[src/rtl/tpg_multimode.sv]
// Multi-mode video test pattern generator: programmable raster timing plus fade, colour bars,
// checkerboard, grey ramp and solid patterns, with all outputs registered and mutually aligned.
module tpg_multimode #(
    parameter int unsigned DATA_W    = 8,
    parameter int unsigned CNT_W     = 12,
    parameter int unsigned FADE_STEP = 9,
    parameter int unsigned CHK_LOG2  = 5
) (
    input  logic              I_pxl_clk,
    input  logic              I_rst_n,
    input  logic [CNT_W-1:0]  I_h_total,
    input  logic [CNT_W-1:0]  I_h_sync,
    input  logic [CNT_W-1:0]  I_h_bporch,
    input  logic [CNT_W-1:0]  I_h_res,
    input  logic [CNT_W-1:0]  I_v_total,
    input  logic [CNT_W-1:0]  I_v_sync,
    input  logic [CNT_W-1:0]  I_v_bporch,
    input  logic [CNT_W-1:0]  I_v_res,
    input  logic              I_hs_pol,
    input  logic              I_vs_pol,
    input  logic [2:0]        I_mode,
    output logic              O_de,
    output logic              O_hs,
    output logic              O_vs,
    output logic              O_sof,
    output logic [DATA_W-1:0] O_data_r,
    output logic [DATA_W-1:0] O_data_g,
    output logic [DATA_W-1:0] O_data_b
);

    typedef enum logic [0:0] {
        StUp   = 1'b0,
        StDown = 1'b1
    } fade_st_e;

    localparam logic [DATA_W-1:0] MaxC  = '1;
    localparam logic [DATA_W-1:0] StepC = DATA_W'(FADE_STEP);
    localparam logic [CNT_W-1:0]  OneC  = CNT_W'(1);

    logic [CNT_W-1:0]  h_cnt_q, h_cnt_d, v_cnt_q, v_cnt_d;
    logic [CNT_W-1:0]  x_q, x_d, y_q, y_d;
    logic              line_act_q, line_act_d;
    logic [CNT_W-1:0]  bar_cnt_q, bar_cnt_d;
    logic [2:0]        bar_idx_q, bar_idx_d;
    logic [2:0]        mode_q, mode_d, mode_eff;
    logic [DATA_W-1:0] fade_q, fade_d;
    fade_st_e          fade_st_q, fade_st_d;

    logic              de_q, hs_act_q, vs_act_q, sof_q;
    logic [DATA_W-1:0] r_q, g_q, b_q, r_d, g_d, b_d;

    logic              h_wrap, v_wrap, hs_raw, vs_raw, de_raw, sof_raw;
    logic [CNT_W+1:0]  h_de_start, h_de_end, v_de_start, v_de_end;
    logic [CNT_W-1:0]  bar_w;
    logic [2:0]        bar_cur;

    // Raster counters and raw timing decode
    assign h_wrap  = (h_cnt_q >= I_h_total - OneC);
    assign v_wrap  = (v_cnt_q >= I_v_total - OneC);
    assign hs_raw  = (h_cnt_q < I_h_sync);
    assign vs_raw  = (v_cnt_q < I_v_sync);
    assign sof_raw = (h_cnt_q == '0) && (v_cnt_q == '0);

    // Extra headroom so sync+porch+res sums never overflow the comparison
    assign h_de_start = (CNT_W+2)'(I_h_sync) + (CNT_W+2)'(I_h_bporch);
    assign h_de_end   = h_de_start + (CNT_W+2)'(I_h_res);
    assign v_de_start = (CNT_W+2)'(I_v_sync) + (CNT_W+2)'(I_v_bporch);
    assign v_de_end   = v_de_start + (CNT_W+2)'(I_v_res);

    assign de_raw = ((CNT_W+2)'(h_cnt_q) >= h_de_start) && ((CNT_W+2)'(h_cnt_q) < h_de_end) &&
                    ((CNT_W+2)'(v_cnt_q) >= v_de_start) && ((CNT_W+2)'(v_cnt_q) < v_de_end);

    always_comb begin
        h_cnt_d = h_wrap ? '0 : h_cnt_q + OneC;
        v_cnt_d = v_cnt_q;
        if (h_wrap) begin
            v_cnt_d = v_wrap ? '0 : v_cnt_q + OneC;
        end
    end

    // Active-area coordinates
    always_comb begin
        x_d        = de_raw ? x_q + OneC : '0;
        y_d        = y_q;
        line_act_d = h_wrap ? 1'b0 : (line_act_q | de_raw);
        if (h_wrap) begin
            if (v_wrap) begin
                y_d = '0;
            end else if (line_act_q || de_raw) begin
                y_d = y_q + OneC;
            end
        end
    end

    // Colour bar tracking: W pixels per bar, index saturating at the last bar
    assign bar_w   = I_h_res >> 3;
    assign bar_cur = (bar_w == '0) ? 3'd7 : bar_idx_q;

    always_comb begin
        bar_cnt_d = '0;
        bar_idx_d = '0;
        if (de_raw) begin
            if (bar_cnt_q >= bar_w - OneC) begin
                bar_cnt_d = '0;
                bar_idx_d = (bar_idx_q == 3'd7) ? 3'd7 : bar_idx_q + 3'd1;
            end else begin
                bar_cnt_d = bar_cnt_q + OneC;
                bar_idx_d = bar_idx_q;
            end
        end
    end

    // Mode is latched at frame start; the frame-start pixel already sees the new value
    assign mode_d   = sof_raw ? I_mode : mode_q;
    assign mode_eff = mode_d;

    // Fade FSM: state register
    always_ff @(posedge I_pxl_clk or negedge I_rst_n) begin
        if (!I_rst_n) begin
            fade_st_q <= StUp;
            fade_q    <= '0;
        end else begin
            fade_st_q <= fade_st_d;
            fade_q    <= fade_d;
        end
    end

    // Fade FSM: next state
    always_comb begin
        fade_st_d = fade_st_q;
        if (sof_raw) begin
            unique case (fade_st_q)
                StUp:    if (fade_q > MaxC - StepC) fade_st_d = StDown;
                StDown:  if (fade_q < StepC) fade_st_d = StUp;
                default: fade_st_d = StUp;
            endcase
        end
    end

    // Fade FSM: output (fade level), clamped at both ends
    always_comb begin
        fade_d = fade_q;
        if (sof_raw) begin
            unique case (fade_st_q)
                StUp:    fade_d = (fade_q > MaxC - StepC) ? MaxC : fade_q + StepC;
                StDown:  fade_d = (fade_q < StepC) ? '0 : fade_q - StepC;
                default: fade_d = '0;
            endcase
        end
    end

    // Pixel colour
    always_comb begin
        r_d = '0;
        g_d = '0;
        b_d = '0;
        if (de_raw) begin
            case (mode_eff)
                3'd0: begin
                    r_d = fade_q;
                    g_d = MaxC - fade_q;
                end
                3'd1: begin
                    r_d = {DATA_W{~bar_cur[1]}};
                    g_d = {DATA_W{~bar_cur[2]}};
                    b_d = {DATA_W{~bar_cur[0]}};
                end
                3'd2: begin
                    r_d = {DATA_W{x_q[CHK_LOG2] ^ y_q[CHK_LOG2]}};
                    g_d = r_d;
                    b_d = r_d;
                end
                3'd3: begin
                    r_d = x_q[DATA_W-1:0];
                    g_d = x_q[DATA_W-1:0];
                    b_d = x_q[DATA_W-1:0];
                end
                3'd4: begin
                    r_d = MaxC;
                    g_d = MaxC;
                    b_d = MaxC;
                end
                default: begin
                    r_d = '0;
                    g_d = '0;
                    b_d = '0;
                end
            endcase
        end
    end

    always_ff @(posedge I_pxl_clk or negedge I_rst_n) begin
        if (!I_rst_n) begin
            h_cnt_q    <= '0;
            v_cnt_q    <= '0;
            x_q        <= '0;
            y_q        <= '0;
            line_act_q <= 1'b0;
            bar_cnt_q  <= '0;
            bar_idx_q  <= '0;
            mode_q     <= '0;
            de_q       <= 1'b0;
            hs_act_q   <= 1'b0;
            vs_act_q   <= 1'b0;
            sof_q      <= 1'b0;
            r_q        <= '0;
            g_q        <= '0;
            b_q        <= '0;
        end else begin
            h_cnt_q    <= h_cnt_d;
            v_cnt_q    <= v_cnt_d;
            x_q        <= x_d;
            y_q        <= y_d;
            line_act_q <= line_act_d;
            bar_cnt_q  <= bar_cnt_d;
            bar_idx_q  <= bar_idx_d;
            mode_q     <= mode_d;
            de_q       <= de_raw;
            hs_act_q   <= hs_raw;
            vs_act_q   <= vs_raw;
            sof_q      <= sof_raw;
            r_q        <= r_d;
            g_q        <= g_d;
            b_q        <= b_d;
        end
    end

    // Syncs are held as "active" flags so reset yields the inactive level for either polarity
    assign O_hs     = hs_act_q ? I_hs_pol : ~I_hs_pol;
    assign O_vs     = vs_act_q ? I_vs_pol : ~I_vs_pol;
    assign O_de     = de_q;
    assign O_sof    = sof_q;
    assign O_data_r = r_q;
    assign O_data_g = g_q;
    assign O_data_b = b_q;

endmodule

[config.mk]
export PLATFORM = sky130hd
export DESIGN_NAME = tpg_multimode
export DESIGN_NICKNAME = d
export VERILOG_FILES = /design/src/rtl/tpg_multimode.sv
export SDC_FILE = /design/constraint.sdc
export NUM_CORES = 1
export LEC_CHECK = 0
export BUFFER_PORTS_ARGS = -buffer_cell sky130_fd_sc_hd__buf_2
export CORE_ASPECT_RATIO = 0.5
export CORE_MARGIN = 2
export CORE_UTILIZATION = 64
export DETAILED_ROUTE_END_ITERATION = 8
export GPL_TIMING_DRIVEN = 0
export PLACE_DENSITY = 0.86
export REMOVE_ABC_BUFFERS = 1
export SKIP_CTS_REPAIR_TIMING = 1
export SLEW_MARGIN = 10
export SYNTH_ARGS = -nofsm -noshare
export SYNTH_HDL_FRONTEND = slang
export SYNTH_SLANG_ARGS = --single-unit
export TNS_END_PERCENT = 20
[constraint.sdc]
create_clock -name I_pxl_clk -period 8.2 [get_ports I_pxl_clk]
set_clock_uncertainty 0.15 [all_clocks]
set_input_delay 0.41 -clock I_pxl_clk [delete_from_list [all_inputs] [get_ports I_pxl_clk]]
set_output_delay 0.41 -clock I_pxl_clk [all_outputs]
set_load 0.05 [all_outputs]
### Yosys cells after proc, flatten, opt, wreduce, memory -nomap -nowiden

Index checks and enable logic that the tools add are counted.
Widths: inputs -> output; s select.

| cells by class | value |
|---|---|
| reduce and logical (&&, ||, !) cells | 11 |
| mux-type cells | 27 |
| bitwise gates (word level) | 8 |
| order comparisons | 11 |
| eq/ne operators | 6 |
| add/sub/neg operators | 16 |

Operators with widths:

| operator | number |
|---|---|
| $mux 12 | 7 |
| $pmux 8 s5 | 2 |
| $add 12x1->12 const B | 5 |
| $mux 8 | 5 |
| $ge 12x12->1 | 3 |
| $logic_not 12->1 | 3 |
| $pmux 8 s4 | 1 |
| $add 13x12->14 | 2 |
| $lt 12x14->1 | 2 |
| $add 12x12->13 | 2 |
| $ge 12x13->1 | 2 |
| $lt 12x12->1 | 2 |
| $sub 12x1->12 const B | 2 |
| $pmux 8 s2 | 1 |
| $mux 3 | 5 |
| $sub 9x1->10 const B | 1 |
| $add 8x4->8 const B | 1 |
| $gt 8x8->1 const B | 1 |
| $lt 8x4->1 const B | 1 |
| $sub 8x4->8 const B | 1 |
| $sub 8x8->8 const A | 1 |
| $eq 3x2->1 const B | 2 |
| $eq 3x3->1 const B | 2 |
| $not 1->1 | 6 |
| 12 further kinds | 19 |

| word-level totals | value |
|---|---|
| input port bits | 103 |
| output and inout port bits | 28 |
| register bits after elaboration | 104 |
| word-level logic and storage cells | 96 |

### Depth between registers and ports, before layout

| depth | value |
|---|---|
| word-level depth | 9 |
| depth in mapped cells | 25 |
| gate-level depth less buffers | 24 |

### Worst setup path after synthesis

Ideal clock, no wire load.

| timing path | value |
|---|---|
| path type | input port to flip-flop |
| start point | input port I_v_sync[1] |
| end point | register y_q[5] |
| stages on the path | 21 |
| required time | 7946 ps |
| arrival | 5074 ps |
| library setup time | 104 ps |
| setup slack | 2872 ps |
| cells stage by stage | ha_1 -> a21o_1 -> a21oi_1 -> o21bai_1 -> a21oi_1 -> o21ai_0 -> a41oi_1 -> nor2b_1 -> xnor2_1 -> ha_1 -> or2_2 -> a21oi_1 -> a21oi_1 -> xnor2_1 -> ha_1 -> o41a_1 -> a221o_1 -> a2111oi_2 -> a41oi_1 -> or3_1 -> o311ai_1 |

| on the way | value |
|---|---|
| word-level cells in the longest chain between the ends | 7 |
| elaborated cells on any way between the ends | 9 |

RTL lines:

| element | line | source |
|---|---|---|
| start: declaration | 16 | `input logic [CNT_W-1:0] I_v_sync,` |
| $add 12x12->13 * | 67 | `assign v_de_start = (CNT_W+2)'(I_v_sync) + (CNT_W+2)'(I_v_bporch);` |
| $add 13x12->14 or $ge 12x13->1 (tied branches) | 68, 71 |  |
| $lt 12x14->1 or $logic_and 1x1->1 (tied branches) | 71, 70 |  |
| $logic_and 1x1->1 * | 71 | `((CNT_W+2)'(v_cnt_q) >= v_de_start) && ((CNT_W+2)'(v_cnt_q) < v_de_end);` |
| $logic_or 1x1->1 * | 89 | `end else if (line_act_q \|\| de_raw) begin` |
| $reduce_bool 2->1 (no line) * | -- |  |
| $reduce_and 2->1 (no line) * | -- |  |
| end signal: assignment | 213 | `y_q <= y_d;` |
| end: declaration | 41 | `logic [CNT_W-1:0] x_q, x_d, y_q, y_d;` |

Every way passes the cells marked *; elsewhere a longest branch is shown, timed or not.
A chain may end at the register's enable or synchronous reset.

### Worst setup path after layout

| timing path | value |
|---|---|
| start point | input port I_v_sync[1] |
| end point | register bar_cnt_q[1] |

| on the way | value |
|---|---|
| word-level cells in the longest chain between the ends | 5 |
| elaborated cells on any way between the ends | 7 |

RTL lines:

| element | line | source |
|---|---|---|
| $add 12x12->13 * | 67 |  |
| $add 13x12->14 or $ge 12x13->1 (tied branches) | 68, 71 |  |
| $lt 12x14->1 or $logic_and 1x1->1 (tied branches) | 71, 70 |  |
| $logic_and 1x1->1 * | 71 |  |
| $mux 12 * | 102 | `if (de_raw) begin` |
| named net bar_cnt_d[1] | 43 | `logic [CNT_W-1:0] bar_cnt_q, bar_cnt_d;` |
| end signal: assignment | 215 | `bar_cnt_q <= bar_cnt_d;` |
| end: declaration | 43 |  |

Mark *: on every way through the listed nets, which the timed path passes. The rest lies on a longest branch.

==> results.py <==
metrics = {
    "synthesis": {
        "yosys_register_bits": 94,
        "seq_area_frac_synth": 0.253,
        "synth_area_um2": 9300,
        "synthFlopType": "dfrtp_1",
        "async_flop_share": 1.00,
        "synth_edf_count": 0,
        "synthCells": 1082,
        "ys_warn_count": 0,
        "avgSynthCellArea_um2": 8.60,
        "synthDistinctLibCells": 65,
    },
    "setup_path": {
        "worstPathRequired_ps": 8330,
        "crit_fanout": 15,
        "end_kind": "flip-flop",
        "worstSetupStartpointType": "input pin",
        "arrival_ps": 6400,
        "crit_type": "in -> reg",
    },
    "final_layout": {
        "multiInputGateArea_um2": 6540,
        "layout_common_cells": "167 x ha_1, 129 x buf_2, 94 x dfrtp_1",
        "final-seq-area_um2": 2350,
        "final_common_cell": "ha_1",
        "diodes": 0,
        "n_fill_cell": 1111,
        "num-nets-final": 1481,
        "drive_gt1_frac": 0.138,
        "area_growth_pct": 12.6,
    },
    "timing": {
        "fmax_ghz": 0.160,
        "tns_ps": 0,
        "relSlewSlack": 0.209,
        "hold_violations": 0,
        "fin_crit_sh": 0.764,
        "grt_setup_unrepaired": "false",
        "setup_viol": 0,
        "worst_slew_pin_slew_ps": 1190,
        "fin_crit_ps": 6270,
        "slew_viol_final": 0,
    },
    "floorplan": {
        "chipHeight_um": 89.3,
        "io_pins": 131,
        "rows": 31,
        "core_um2": 14400,
        "die_w_um": 175,
        "start_util": 0.648,
        "die_area_um2": 15600,
    },
    "placed_design": {
        "gp_congestion": 0.956,
        "io_buffers": 130,
        "hpwl_um": 18000,
    },
    "drt": {
        "drtIter0Drc": 623,
        "top_layer": "met5",
        "viasPerCell": 6.09,
        "postRouteAntennaNets": 0,
        "wl_met2_um": 10700,
        "route.vias.total": 8586,
        "drt_pass1_iterations": 5,
        "dr_wl_met3_um": 1480,
        "met1_length_um": 10000,
        "wl_per_cell_um": 16.1,
        "wirelength_um": 22700,
        "drc_errors": 0,
    },
    "outcome": {
        "outcome": "finished clean",
    },
    "power_and_ir_drop": {
        "vdd_ir_drop_max_uv": 106,
        "leakage_nw": 5.37,
        "finalPower_mw": 1.97,
        "power.density_nw_per_um2": 188,
    },
    "clock_network": {
        "clock_latency_ps": 360,
        "htreeDepth": 3,
        "clockRootBuffer": "clkbuf_16",
        "path_clk_slew_ps": 80,
        "cts_made_buffers": 9,
        "cts_tree": "done",
        "cts_sinks": 94,
        "clockBufferDepth": 2,
    },
    "global_route": {
        "track_usage": 0.291,
        "grt_max_degree": 66,
        "grt_pass1_vias": 8118,
        "overflow": 0,
        "grt_first_pass_wirelength_um": 36600,
        "antenna_found_initial": 1,
    },
    "hold_path": {
        "hold_class": "in -> reg",
    },
    "flow_run": {
        "cap_viol_max_count": 0,
    },
}
-- cell type report --
class                           instances  area share
Multi-Input combinational cell        880       0.624
Sequential cell                        94       0.225
Timing Repair Buffer                  133      0.0674
Inverter                               89      0.0319
Tap cell                              198      0.0236
Clock buffer                            9      0.0215
Clock inverter                          7     0.00693
-- report_power, final --
group / leakage [nW] / internal, mW / total [mW] / switching [mW]
Sequential: 1.28 / 0.506 / 0.620 / 0.114
Combinational: 3.95 / 0.420 / 0.935 / 0.515
Clock: 0.143 / 0.215 / 0.418 / 0.203
Total: 5.37 / 1.14 / 1.97 / 0.831
-- logic make-up after synthesis --
kind of cell	after synthesis	synth area share
adder cells (fa/ha/maj)	171	0.233
buffers and inverters	108	0.0443
multiplexers	5	0.00565
XOR/XNOR	100	0.0941
AO/OA/AOI/OAI	276	0.194
AND/OR/NAND/NOR	328	0.176
flip-flops	94	0.253
-- cells in the mapped netlist (all sizes together) (8+ instances only) --
cell / count / area [um2]
and3: 19 / 119
or3: 16 / 100
dfrtp: 94 / 2350
o21bai: 8 / 60.1
xnor2: 54 / 473
nand4: 8 / 50.1
a21oi: 74 / 374
nand2: 69 / 259
nand2b: 17 / 106
a211oi: 8 / 60.1
or2: 10 / 62.6
xor2: 46 / 403
ha: 167 / 2090
inv: 89 / 334
a31oi: 30 / 188
nor2: 77 / 289
nor3: 33 / 170
nand3: 41 / 205
nor4: 12 / 96.3
o21ai: 55 / 275
clkbuf: 16 / 60.1
a21o: 40 / 300
-- metrics by stage --
step,worst slack [ps],instance area [um2],hold slack (ps),utilization,std cells
floorplan,2200,9230,-35.6,-,1063
global placement,1130,10100,338,0.705,1391
detailed placement,932,10200,202,0.707,1392
CTS,1320,10500,-169,0.728,1408
global route,1360,10500,324,0.730,1410
finish,1930,10500,322,0.730,1410
-- sequential cells by signal (all words and copies together) (netlist names) --
register,count
O_data_g,8
y_q,6
fade_q,8
O_sof,1
bar_cnt_q,12
O_data_r,8
vs_act_q,1
O_de,1
x_q,8
line_act_q,1
O_data_b,8
mode_q,3
bar_idx_q,3
fade_st_q,1
hs_act_q,1
v_cnt_q,12
h_cnt_q,12
-- critical path, cell delays in order --
cell and delay (ps):
buf_2 120, ha_1 290, a21o_1 180, a21oi_1 250, o21bai_1 110, a21oi_1 230, o21ai_0 150, a41oi_1 290
nor2b_1 260, xnor2_1 170, ha_1 310, or2_2 290, a21oi_1 150, a21oi_1 70, xnor2_1 130, ha_1 270
o21ai_0 80, a21oi_1 120, and3_1 180, a221o_1 370, a2111oi_2 340, nand4_1 640, or3_1 790, nor2_1 170
-- layer usage --
layer	vias to the layer above	track usage
met3	58	0.0451
li1	4180	-
met2	334	0.529
met1	4012	0.366
met5	-	0
met4	2	0.0879
-- final timing paths --
path | slack (ps) | to | cells after the start | start
setup / recovery | 1930 | bar_cnt_q[1] | 24 | I_v_sync[1]
hold / removal | 320 | hs_act_q | 4 | I_h_sync[10]
setup reg to reg | 3730 | O_data_g[4] | 10 | v_cnt_q[0]
hold reg to reg | 370 | bar_cnt_q[0] | 1 | bar_cnt_q[0]
max in group asynchronous | 6880 | h_cnt_q[0] | 3 | I_rst_n
min in group asynchronous | 370 | O_data_b[3] | 2 | I_rst_n
Power figures use the tool's default switching activity.
